$ cat src/rtl/hit_reduce_accum_pkg.sv
// Shared types and helpers for the hit reducer: fixed-point T, HitData,
// per-stage sideband record and the strict-compare min used by every stage.
package hit_reduce_accum_pkg;

   localparam int unsigned FIXED_W = 32;

   typedef logic signed [FIXED_W-1:0] Fixed;

   typedef struct packed {
      logic        bHit;
      Fixed        T;
      logic [15:0] PI;
      logic [3:0]  SurfaceType;
      logic [23:0] Color;
   } HitData;

   typedef struct packed {
      logic   valid;
      logic   last;
      logic   mode_any;
      Fixed   max_t;
      HitData h;
   } HitReduceStage;

   function automatic Fixed FixedInf();
      return Fixed'({1'b0, {(FIXED_W-1){1'b1}}});
   endfunction

   function automatic logic Fixed_Greater(input Fixed a, input Fixed b);
      return a > b;
   endfunction

   // Empty candidate: no hit, T at infinity.
   function automatic HitData hit_none();
      HitData h;
      h   = '0;
      h.T = FixedInf();
      return h;
   endfunction

   // Right operand wins only on a strictly smaller T, so ties keep the left one.
   function automatic HitData hit_min(input HitData a, input HitData b);
      return (b.bHit && Fixed_Greater(a.T, b.T)) ? b : a;
   endfunction

endpackage

$ cat src/rtl/hit_reduce_accum_if.sv
// Beat input stream and result output stream of the hit reducer.
interface hit_reduce_accum_if
   import hit_reduce_accum_pkg::*;
#(
   parameter int unsigned LANES = 8,
   parameter int unsigned T_W   = FIXED_W
);
   logic                 in_valid;
   logic                 in_ready;
   logic                 in_last;
   logic                 mode_any;
   logic [T_W-1:0]       max_t;
   HitData [LANES-1:0]   in_hit;
   logic                 out_valid;
   logic                 out_ready;
   HitData               out_hit;

   modport master (
      output in_valid, in_last, mode_any, max_t, in_hit, out_ready,
      input  in_ready, out_valid, out_hit
   );

   modport slave (
      input  in_valid, in_last, mode_any, max_t, in_hit, out_ready,
      output in_ready, out_valid, out_hit
   );
endinterface

$ cat src/rtl/hit_min_stage.sv
// One registered comparator-tree level: N candidates reduced pairwise to N/2,
// carrying the beat sideband alongside. Freezes on stall, drops on flush.
module hit_min_stage
   import hit_reduce_accum_pkg::*;
#(
   parameter int unsigned N = 2
) (
   input  logic               clk,
   input  logic               resetn,
   input  logic               stall,
   input  logic               flush,
   input  logic               src_valid,
   input  logic               src_last,
   input  logic               src_mode_any,
   input  Fixed               src_max_t,
   input  HitData [N-1:0]     src_h,
   output logic               dst_valid,
   output logic               dst_last,
   output logic               dst_mode_any,
   output Fixed               dst_max_t,
   output HitData [N/2-1:0]   dst_h
);

   HitData [N/2-1:0] pair_min;

   // Pairwise strict min; lower lane is the left operand so ties go to it.
   always_comb begin
      pair_min = '0;
      for (int unsigned i = 0; i < N/2; i++) begin
         pair_min[i] = hit_min(src_h[2*i], src_h[2*i+1]);
      end
   end

   // Stage valid: flush wins over stall.
   always_ff @(posedge clk or negedge resetn) begin
      if (!resetn) begin
         dst_valid <= 1'b0;
      end else if (flush) begin
         dst_valid <= 1'b0;
      end else if (!stall) begin
         dst_valid <= src_valid;
      end
   end

   // Stage payload and sideband.
   always_ff @(posedge clk or negedge resetn) begin
      if (!resetn) begin
         dst_last     <= 1'b0;
         dst_mode_any <= 1'b0;
         dst_max_t    <= '0;
         dst_h        <= '0;
      end else if (!stall) begin
         dst_last     <= src_last;
         dst_mode_any <= src_mode_any;
         dst_max_t    <= src_max_t;
         dst_h        <= pair_min;
      end
   end

endmodule

$ cat src/rtl/hit_reduce_accum.sv
// Closest-/any-hit reducer: qualifies LANES candidates per beat, reduces them
// through a registered min tree, folds beats into a per-ray best and emits one
// HitData per ray under valid/ready.
module hit_reduce_accum
   import hit_reduce_accum_pkg::*;
#(
   parameter int unsigned LANES = 8,
   parameter int unsigned T_W   = FIXED_W
) (
   input  logic               clk,
   input  logic               resetn,
   input  logic               flush,
   hit_reduce_accum_if.slave  bus
);

   localparam int unsigned LEVELS = $clog2(LANES);
   localparam int unsigned NODES  = 2*LANES - 1;

   // Tree nodes packed level after level: level l occupies LANES>>l entries.
   HitData [NODES-1:0]  node;
   HitData [LANES-1:0]  lane_q;
   logic   [LEVELS:0]   sb_valid;
   logic   [LEVELS:0]   sb_last;
   logic   [LEVELS:0]   sb_mode;
   Fixed   [LEVELS:0]   sb_max_t;

   logic           stall;
   logic           accept;
   logic           in_first;
   logic           ray_mode;
   Fixed           ray_max_t;
   logic [T_W-1:0] max_raw;
   Fixed           eff_max_t;

   HitReduceStage  beat;
   HitData         beat_h;
   HitData         acc;
   HitData         acc_next;
   logic           acc_first;
   logic           done;

   assign stall        = bus.out_valid && !bus.out_ready && done;
   assign bus.in_ready = !stall;
   assign accept       = bus.in_valid && !stall;
   assign max_raw      = bus.max_t;
   assign eff_max_t    = in_first ? Fixed'(max_raw) : ray_max_t;

   // Latch mode/max_t on the first beat of each ray and track ray boundaries.
   always_ff @(posedge clk or negedge resetn) begin
      if (!resetn) begin
         in_first  <= 1'b1;
         ray_mode  <= 1'b0;
         ray_max_t <= FixedInf();
      end else if (flush) begin
         in_first  <= 1'b1;
      end else if (accept) begin
         in_first <= bus.in_last;
         if (in_first) begin
            ray_mode  <= bus.mode_any;
            ray_max_t <= Fixed'(max_raw);
         end
      end
   end

   // Lane qualify: a lane counts only with bHit and T <= max_t.
   always_comb begin
      lane_q = '0;
      for (int unsigned i = 0; i < LANES; i++) begin
         lane_q[i] = bus.in_hit[i];
         if (!bus.in_hit[i].bHit || Fixed_Greater(bus.in_hit[i].T, eff_max_t)) begin
            lane_q[i].bHit = 1'b0;
            lane_q[i].T    = FixedInf();
         end
      end
   end

   assign node[LANES-1:0] = lane_q;
   assign sb_valid[0]     = accept;
   assign sb_last[0]      = bus.in_last;
   assign sb_mode[0]      = in_first ? bus.mode_any : ray_mode;
   assign sb_max_t[0]     = eff_max_t;

   for (genvar l = 0; l < LEVELS; l++) begin : g_level
      localparam int unsigned W   = LANES >> l;
      localparam int unsigned SRC = 2*LANES - 2*W;
      localparam int unsigned DST = SRC + W;

      hit_min_stage #(.N(W)) u_stage (
         .clk          (clk),
         .resetn       (resetn),
         .stall        (stall),
         .flush        (flush),
         .src_valid    (sb_valid[l]),
         .src_last     (sb_last[l]),
         .src_mode_any (sb_mode[l]),
         .src_max_t    (sb_max_t[l]),
         .src_h        (node[SRC +: W]),
         .dst_valid    (sb_valid[l+1]),
         .dst_last     (sb_last[l+1]),
         .dst_mode_any (sb_mode[l+1]),
         .dst_max_t    (sb_max_t[l+1]),
         .dst_h        (node[DST +: W/2])
      );
   end

   // Fold the beat minimum into the running best; any mode freezes after a hit.
   always_comb begin
      beat          = '0;
      beat.valid    = sb_valid[LEVELS];
      beat.last     = sb_last[LEVELS];
      beat.mode_any = sb_mode[LEVELS];
      beat.max_t    = sb_max_t[LEVELS];
      beat.h        = node[NODES-1];
      beat_h        = beat.h;
      // max_t re-check keeps the fold correct on its own, independent of the tree.
      if (!beat_h.bHit || Fixed_Greater(beat_h.T, beat.max_t)) begin
         beat_h.bHit = 1'b0;
         beat_h.T    = FixedInf();
      end
      if (acc_first) begin
         acc_next = beat_h;
      end else if (beat.mode_any && acc.bHit) begin
         acc_next = acc;
      end else begin
         acc_next = hit_min(acc, beat_h);
      end
   end

   // Accumulate stage; done marks that acc holds a finished ray.
   always_ff @(posedge clk or negedge resetn) begin
      if (!resetn) begin
         acc       <= hit_none();
         acc_first <= 1'b1;
         done      <= 1'b0;
      end else if (flush) begin
         acc       <= hit_none();
         acc_first <= 1'b1;
         done      <= 1'b0;
      end else if (!stall) begin
         done <= beat.valid && beat.last;
         if (beat.valid) begin
            acc       <= acc_next;
            acc_first <= beat.last;
         end
      end
   end

   // Result register: reloads in the same cycle as a handshake, kept across flush.
   always_ff @(posedge clk or negedge resetn) begin
      if (!resetn) begin
         bus.out_valid <= 1'b0;
         bus.out_hit   <= '0;
      end else if (done && !stall && !flush) begin
         bus.out_valid <= 1'b1;
         bus.out_hit   <= acc;
      end else if (bus.out_ready) begin
         bus.out_valid <= 1'b0;
      end
   end

endmodule

$ cat src/flat_wrapper.sv
// flat-port wrapper written by rule: the top's interface ports become plain ports
module hit_reduce_accum_flat import hit_reduce_accum_pkg::*;
#(
   parameter int unsigned LANES = 8,
   parameter int unsigned T_W   = FIXED_W
)
  (clk, resetn, flush, bus_in_valid, bus_in_last, bus_mode_any, bus_max_t, bus_in_hit, bus_out_ready, bus_in_ready, bus_out_valid, bus_out_hit);
  hit_reduce_accum_if #(.LANES(LANES), .T_W(T_W)) bus_i ();
  input  logic clk;
  input  logic resetn;
  input  logic flush;
  input wire logic [$bits(bus_i.in_valid)-1:0] bus_in_valid;
  input wire logic [$bits(bus_i.in_last)-1:0] bus_in_last;
  input wire logic [$bits(bus_i.mode_any)-1:0] bus_mode_any;
  input wire logic [$bits(bus_i.max_t)-1:0] bus_max_t;
  input wire logic [$bits(bus_i.in_hit)-1:0] bus_in_hit;
  input wire logic [$bits(bus_i.out_ready)-1:0] bus_out_ready;
  output wire logic [$bits(bus_i.in_ready)-1:0] bus_in_ready;
  output wire logic [$bits(bus_i.out_valid)-1:0] bus_out_valid;
  output wire logic [$bits(bus_i.out_hit)-1:0] bus_out_hit;
  assign bus_i.in_valid = bus_in_valid;
  assign bus_i.in_last = bus_in_last;
  assign bus_i.mode_any = bus_mode_any;
  assign bus_i.max_t = bus_max_t;
  assign bus_i.in_hit = bus_in_hit;
  assign bus_i.out_ready = bus_out_ready;
  assign bus_in_ready = bus_i.in_ready;
  assign bus_out_valid = bus_i.out_valid;
  assign bus_out_hit = bus_i.out_hit;
  hit_reduce_accum #(.LANES(LANES), .T_W(T_W)) u_core (.clk(clk), .resetn(resetn), .flush(flush), .bus(bus_i));
endmodule
$ cat config.mk
export PLATFORM = sky130hd
export DESIGN_NAME = hit_reduce_accum_flat
export DESIGN_NICKNAME = d
export VERILOG_FILES = /design/src/rtl/hit_reduce_accum_pkg.sv /design/src/rtl/hit_reduce_accum_if.sv /design/src/rtl/hit_min_stage.sv /design/src/rtl/hit_reduce_accum.sv /design/src/flat_wrapper.sv
export SDC_FILE = /design/constraint.sdc
export NUM_CORES = 2
export LEC_CHECK = 0
export ABC_AREA = 1
export BUFFER_PORTS_ARGS = -buffer_cell sky130_fd_sc_hd__buf_4
export CAP_MARGIN = 20
export CORE_MARGIN = 4
export CORE_UTILIZATION = 54
export CTS_CLUSTER_DIAMETER = 80
export CTS_CLUSTER_SIZE = 40
export DETAILED_ROUTE_END_ITERATION = 8
export PLACE_DENSITY = 0.78
export SLEW_MARGIN = 40
export SYNTH_ARGS = -nofsm -noshare
export SYNTH_HDL_FRONTEND = slang
export SYNTH_SLANG_ARGS = --single-unit
$ cat constraint.sdc
create_clock -name clk -period 5.35 [get_ports clk]
set_input_delay 0 -clock clk [delete_from_list [all_inputs] [get_ports clk]]
set_output_delay 0 -clock clk [all_outputs]
set_load 0.02 [all_outputs]
==> results of run 1 <==
-- what timing repair did --
| action | CTS |
|---|---|
| cloned | 1 |
| endpoints found under the setup margin | 105 |
| hold buffers | 648 |
| endpoints found under the hold margin | 498 |
| setup buffers | 0 |
| pin swaps | 0 |
| resized for setup | 14 |
-- routing by layer --
layer / GRT usage [%] / overflow
met5: 5.55 / 0
met3: 26.6 / 0
met1: 60.9 / 1
met4: 41.4 / 22
met2: 73.0 / 52
-- synth_stat cells (6+ instances only) --
library cell	count
sky130_fd_sc_hd__inv_1	1188
sky130_fd_sc_hd__mux2i_1	31
sky130_fd_sc_hd__ha_1	544
sky130_fd_sc_hd__o21a_1	30
sky130_fd_sc_hd__dfrtp_1	771
sky130_fd_sc_hd__buf_4	20
sky130_fd_sc_hd__nand3_1	506
sky130_fd_sc_hd__dfstp_2	64
sky130_fd_sc_hd__nor4_1	6
sky130_fd_sc_hd__o21ai_1	14
sky130_fd_sc_hd__o21ai_0	311
sky130_fd_sc_hd__buf_6	12
sky130_fd_sc_hd__a31oi_1	8
sky130_fd_sc_hd__nand3_2	9
sky130_fd_sc_hd__nor3_1	21
sky130_fd_sc_hd__a21o_1	10
sky130_fd_sc_hd__mux2_2	76
sky130_fd_sc_hd__nand2_1	2560
sky130_fd_sc_hd__a21oi_1	260
sky130_fd_sc_hd__clkbuf_1	247
sky130_fd_sc_hd__buf_2	101
sky130_fd_sc_hd__nand4_1	385
sky130_fd_sc_hd__buf_1	26
sky130_fd_sc_hd__nor2_1	609
-- per-stage QoR --
stage	util, %	setup WS (ns)	cells	setup TNS (ns)
after floorplan	-	0.174	7852	0
after global placement	62.8	-0.0348	9821	-0.0348
after detailed placement	63.0	-0.110	9827	-2.30
after CTS	71.0	-0.0133	10550	-0.0246
-- cells by family after synthesis --
logic type                 count (synthesis)  synth area share, %
DFF                                      835                 37.5
AOI/OAI and AO/OA                        652                 6.12
buffers and inverters                   1596                 11.2
muxes                                    107                 2.09
adders and majority gates                544                 12.2
and+or+nand+nor                         4118                 30.9
==> results.tsv, run 1 <==
metric	value	unit
synthesized netlist cell count	7852	
fraction of the yosys area taken by sequential cells	37.5	%
cell area reported after detailed placement	0.0644	sq mm
total congestion overflow after global routing	75	
largest net degree at the start of global routing	157	
I/O pin count	734	
area share of the leading cell type in the synthesized netlist	34.5	%
count of distinct cell types in the synthesized netlist	43	
Synth async-reset ratio	100	%
synth top area cells	sky130_fd_sc_hd__dfrtp_1, sky130_fd_sc_hd__nand2_1, sky130_fd_sc_hd__ha_1	
Error	[ERROR GRT-0232] Routing congestion too high. Check the congestion heatmap in the GUI.	
worst endpoint after global-route timing repair	u_core.g_level[0].u_stage.dst_h[184]$_DFFE_PN0N_/D	
status	aborted with a tool error	
buffer type at the clock tree root	sky130_fd_sc_hd__clkbuf_16	
count of standard-cell rows	117	
Mean Syn Cell Area	7.12	sq um
Clock H-tree levels	2	
Placer Congestion	1.00	
Worst endpoint type	sequential cell input	
cell area after synthesis	0.0559	sq mm
stopping stage	global routing (5_1_grt)	
Port Buf Inserts	733	
starting density of the core	54.6	%
Synth Flop Type	sky130_fd_sc_hd__dfrtp_1	
clock net sink count	835	
HPWL after detailed placement	161	mm
GRT Total Usage	52.7	%
post-synthesis register bit count	835	
EDFF count, synth	0	
die height	330	microns
overall die width	330	microns
Net Count, Synth	9051	
number of buffers on the longest clock path	3	
cell taking the most area after synthesis	sky130_fd_sc_hd__dfrtp_1	
Yosys warning total	0	
CTS buffer count	41	
==> inputs of run 2 (changes only) <==
--- a/config.mk
+++ b/config.mk
@@ -9,11 +9,9 @@
 export BUFFER_PORTS_ARGS = -buffer_cell sky130_fd_sc_hd__buf_4
 export CAP_MARGIN = 20
 export CORE_MARGIN = 4
-export CORE_UTILIZATION = 54
-export CTS_CLUSTER_DIAMETER = 80
-export CTS_CLUSTER_SIZE = 40
+export CORE_UTILIZATION = 40
 export DETAILED_ROUTE_END_ITERATION = 8
-export PLACE_DENSITY = 0.78
+export PLACE_DENSITY_LB_ADDON = 0.15
 export SLEW_MARGIN = 40
 export SYNTH_ARGS = -nofsm -noshare
 export SYNTH_HDL_FRONTEND = slang
==> constraint.sdc (replaced) <==
create_clock -name clk -period 7 [get_ports clk]
set_input_delay 0 -clock clk [delete_from_list [all_inputs] [get_ports clk]]
set_output_delay 0 -clock clk [all_outputs]
set_load 0.02 [all_outputs]
==> results.tsv, run 2 <==
metric	value	unit	change
status	completed		
largest register by flop count	u_core.g_level.u_stage.dst_h		
transition time at the pin with the least slew margin	0.843	ns	
post-layout instance area	0.0743	sq mm	
buffer type at the clock tree root	sky130_fd_sc_hd__clkbuf_16		
Mean Syn Cell Area	7.12	sq um	unchanged
Net Count, Synth	9051		unchanged
path class of the lowest-slack min-delay path	in2reg		
drt first-iter violations	5016		
Largest register FFs	539		
final max-slew violation count	0		
Synth async-reset ratio	100	%	unchanged
post-detailed-route count of antenna-violating nets	0		
worst vdd ir	0.000256	V	
cell area reported after detailed placement	0.0637	sq mm	-1.2%
HPWL after detailed placement	173	mm	+7.6%
detailed-route wire length per cell	20.9	microns	
I/O pin count	734		unchanged
GRT Total Usage	30.9	%	
Register-to-Register Setup Slack	0.30	ns	
Clock H-tree levels	3		+1
source of the worst register-to-register timing path	u_core.in_first$_DFFE_PN1P_		
largest fanout of any net on the critical path	76		
worst slack at placement	0.576	ns	+0.686 ns
crit path setup slack, layout	0.298	ns	
Placer Congestion	0.945		-5.5%
clock transition at the register clock pins on the worst setup and hold paths after CTS	0.06	ns	
capturing element type of the critical path	flip-flop		
vias in the first global route	55660		
Pwr per Cell Area	286	mW/mm^2	
total via count after detailed routing	57772		
synth-to-layout area growth	33.0	%	
total congestion overflow after global routing	0		
cell count after placement	10181		+3.6%
cell with the biggest individual delay on the critical path	sky130_fd_sc_hd__dfstp_4		
count of standard-cell rows	136		+16%
commonest cells after routing, fill and taps aside	sky130_fd_sc_hd__nand2_1, sky130_fd_sc_hd__inv_1, sky130_fd_sc_hd__buf_4, sky130_fd_sc_hd__dfrtp_1, sky130_fd_sc_hd__dlygate4sd3_1		
detailed-route wire length	232	mm	
destination of the critical timing path	u_core.g_level[0].u_stage.dst_h[77]$_DFFE_PN0N_		
CP Launch Type	flip-flop		
EDFF count, synth	0		unchanged
max_slew headroom	43.8	%	
CP Depth	27		
clock latency on the worst-skew pair	0.73	ns	
Synth Flop Type	sky130_fd_sc_hd__dfrtp_1		
DIE AREA	0.146	sq mm	
starting density of the core	40.5	%	-14 points
top cells by instance count after synthesis	sky130_fd_sc_hd__nand2_1, sky130_fd_sc_hd__inv_1, sky130_fd_sc_hd__dfrtp_1, sky130_fd_sc_hd__nor2_1, sky130_fd_sc_hd__ha_1		
Post-Route Skew	0.0702	ns	
fraction of the yosys area taken by sequential cells	37.5	%	unchanged
Critical path buffers and inverters	4		
average via count per standard cell	5.22		
die height	382	microns	+16%
TritonCTS clock tree	done		
largest net degree at the start of global routing	187		
Critical R2R Capture	u_core.g_level[0].u_stage.dst_h[77]$_DFFE_PN0N_		
delay of the slowest cell on the worst path	0.79	ns	
largest delay contributor family on the critical path	simple AND/OR/NAND/NOR gates		
synthesized netlist cell count	7852		unchanged
data required time of the worst path	7.61	ns	
area share of the leading cell type in the synthesized netlist	34.5	%	unchanged
CTS buffer count	98		+140%
Port Buf Inserts	733		unchanged
cell with the most instances after synthesis	sky130_fd_sc_hd__nand2_1		
post-layout util	53.8	%	
count of endpoints failing hold in the final timing report	0		
first element of the critical path	u_core.in_first$_DFFE_PN1P_		
post-synthesis register bit count	835		unchanged
overall die width	382	microns	+16%
fraction of final layout cells with drive strength greater than 1	13.6	%	
crit path time final	6.70	ns	
Final Net Count	10308		
Peak Freq	149	MHz	
RSZ-0062 raised after global routing	yes		
cell taking the most area after synthesis	sky130_fd_sc_hd__dfrtp_1		
final clock period utilization by the worst path	95.7	%	
1st-pass router iterations	8		
global-route wire length before repair	346	mm	
Remaining DRCs	0		
final instance count without filler cells	11068		
most common cell after layout, fill and taps aside	sky130_fd_sc_hd__nand2_1		
Worst EP arrival	7.31	ns	
Leakage Power	40.6	nW	
Yosys warning total	0		unchanged
count of distinct cell types in the synthesized netlist	43		unchanged
number of buffers on the longest clock path	3		unchanged
# setup viols final	0		
cell seen most often among critical-path stages	sky130_fd_sc_hd__nand2_1		
synth top area cells	sky130_fd_sc_hd__dfrtp_1, sky130_fd_sc_hd__nand2_1, sky130_fd_sc_hd__ha_1		
depth of the most critical reg-to-reg path	27		
largest registers in the final layout	u_core.g_level.u_stage.dst_h (539), u_core.g_level.u_stage.dst_max_t (96)		
clock net sink count	835		unchanged
CORE AREA	0.138	sq mm	
type of the setup path with the least slack	reg2reg		
cell area after synthesis	0.0559	sq mm	unchanged
count of maximum capacitance violations	0		
antenna violations before repair	16		
[run 2: cell counts after synthesis]
Identical to the previous run, type by type.
[run 2: cells by family after synthesis]
logic type,count (synthesis),synth area share [%]
muxes,107,2.09
adders and majority gates,544,12.2
AOI/OAI and AO/OA,652,6.12
and+or+nand+nor,4118,30.9
buffers and inverters,1596,11.2
DFF,835,37.5
[run 2: through the flow]
stage               power, mW  hold slack, ns  setup TNS (ns)
floorplan                11.5          -0.296               0
global placement         14.7           0.169               0
detailed placement       14.8         -0.0184               0
CTS                      21.3          0.0220               0
global route             22.7          0.0506          -0.284
finish                   21.3          0.0752               0
[run 2: final cells by class]
class / count / area, sq um
repair buffers: 1562 / 14000
well taps: 1863 / 2330
diodes: 11 / 27.5
flip-flops and latches: 835 / 21000
fillers: 13510 / 63800
multi-input cells: 5422 / 28900
clock buffers: 132 / 2780
inverters: 1190 / 4470
clock inverters: 53 / 817
[run 2: tightest hold or removal path: stages]
cell                      delay (ns)
sky130_fd_sc_hd__buf_4          0.09
sky130_fd_sc_hd__mux2i_2        0.06
sky130_fd_sc_hd__buf_4          0.16
sky130_fd_sc_hd__buf_4          0.24
sky130_fd_sc_hd__o21ai_0        0.17
[run 2: per-layer routing]
| metal | GRT usage (%) | up-vias | share of wire [%] |
|---|---|---|---|
| met5 | 0 | - | 0.0056 |
| met4 | 10.3 | 2 | 3.6 |
| met3 | 4.43 | 362 | 6.8 |
| met2 | 48.8 | 2087 | 45 |
| met1 | 43.6 | 27849 | 45 |
| li1 | - | 27472 | - |
[run 2: worst min-delay path by stage]
stage                       startpoint  cells after the start                                             endpoint  slack [ns]
final                     bus_max_t[2]                      5   u_core.g_level[0].u_stage.dst_max_t[2]$_DFFE_PN0N_        0.08
after global routing      bus_max_t[8]                      5                      u_core.ray_max_t[8]$_DFFE_PN1P_        0.05
after CTS                 bus_max_t[2]                      5   u_core.g_level[0].u_stage.dst_max_t[2]$_DFFE_PN0N_        0.02
after detailed placement        resetn                      1  u_core.g_level[0].u_stage.dst_max_t[20]$_DFFE_PN0N_       -0.02
after global placement          resetn                      1  u_core.g_level[0].u_stage.dst_max_t[20]$_DFFE_PN0N_        0.17
after floorplan                 resetn                      0                            u_core.acc[0]$_DFFE_PN0P_       -0.30
[run 2: where the power goes]
group / total, mW / switching [mW] / leakage, nW / internal (mW)
logic: 8.40 / 5.31 / 29.5 / 3.09
registers: 7.20 / 1.12 / 9.38 / 6.07
clock network: 5.71 / 2.30 / 1.75 / 3.41
[run 2: timing repair]
item	CTS	global route
endpoints found under the setup margin	0	281
hold buffers	681	0
hold endpoints to repair	793	0
buffers inserted	0	6
gates resized for setup	0	8
No activity file was read; power rests on OpenSTA's default activity.
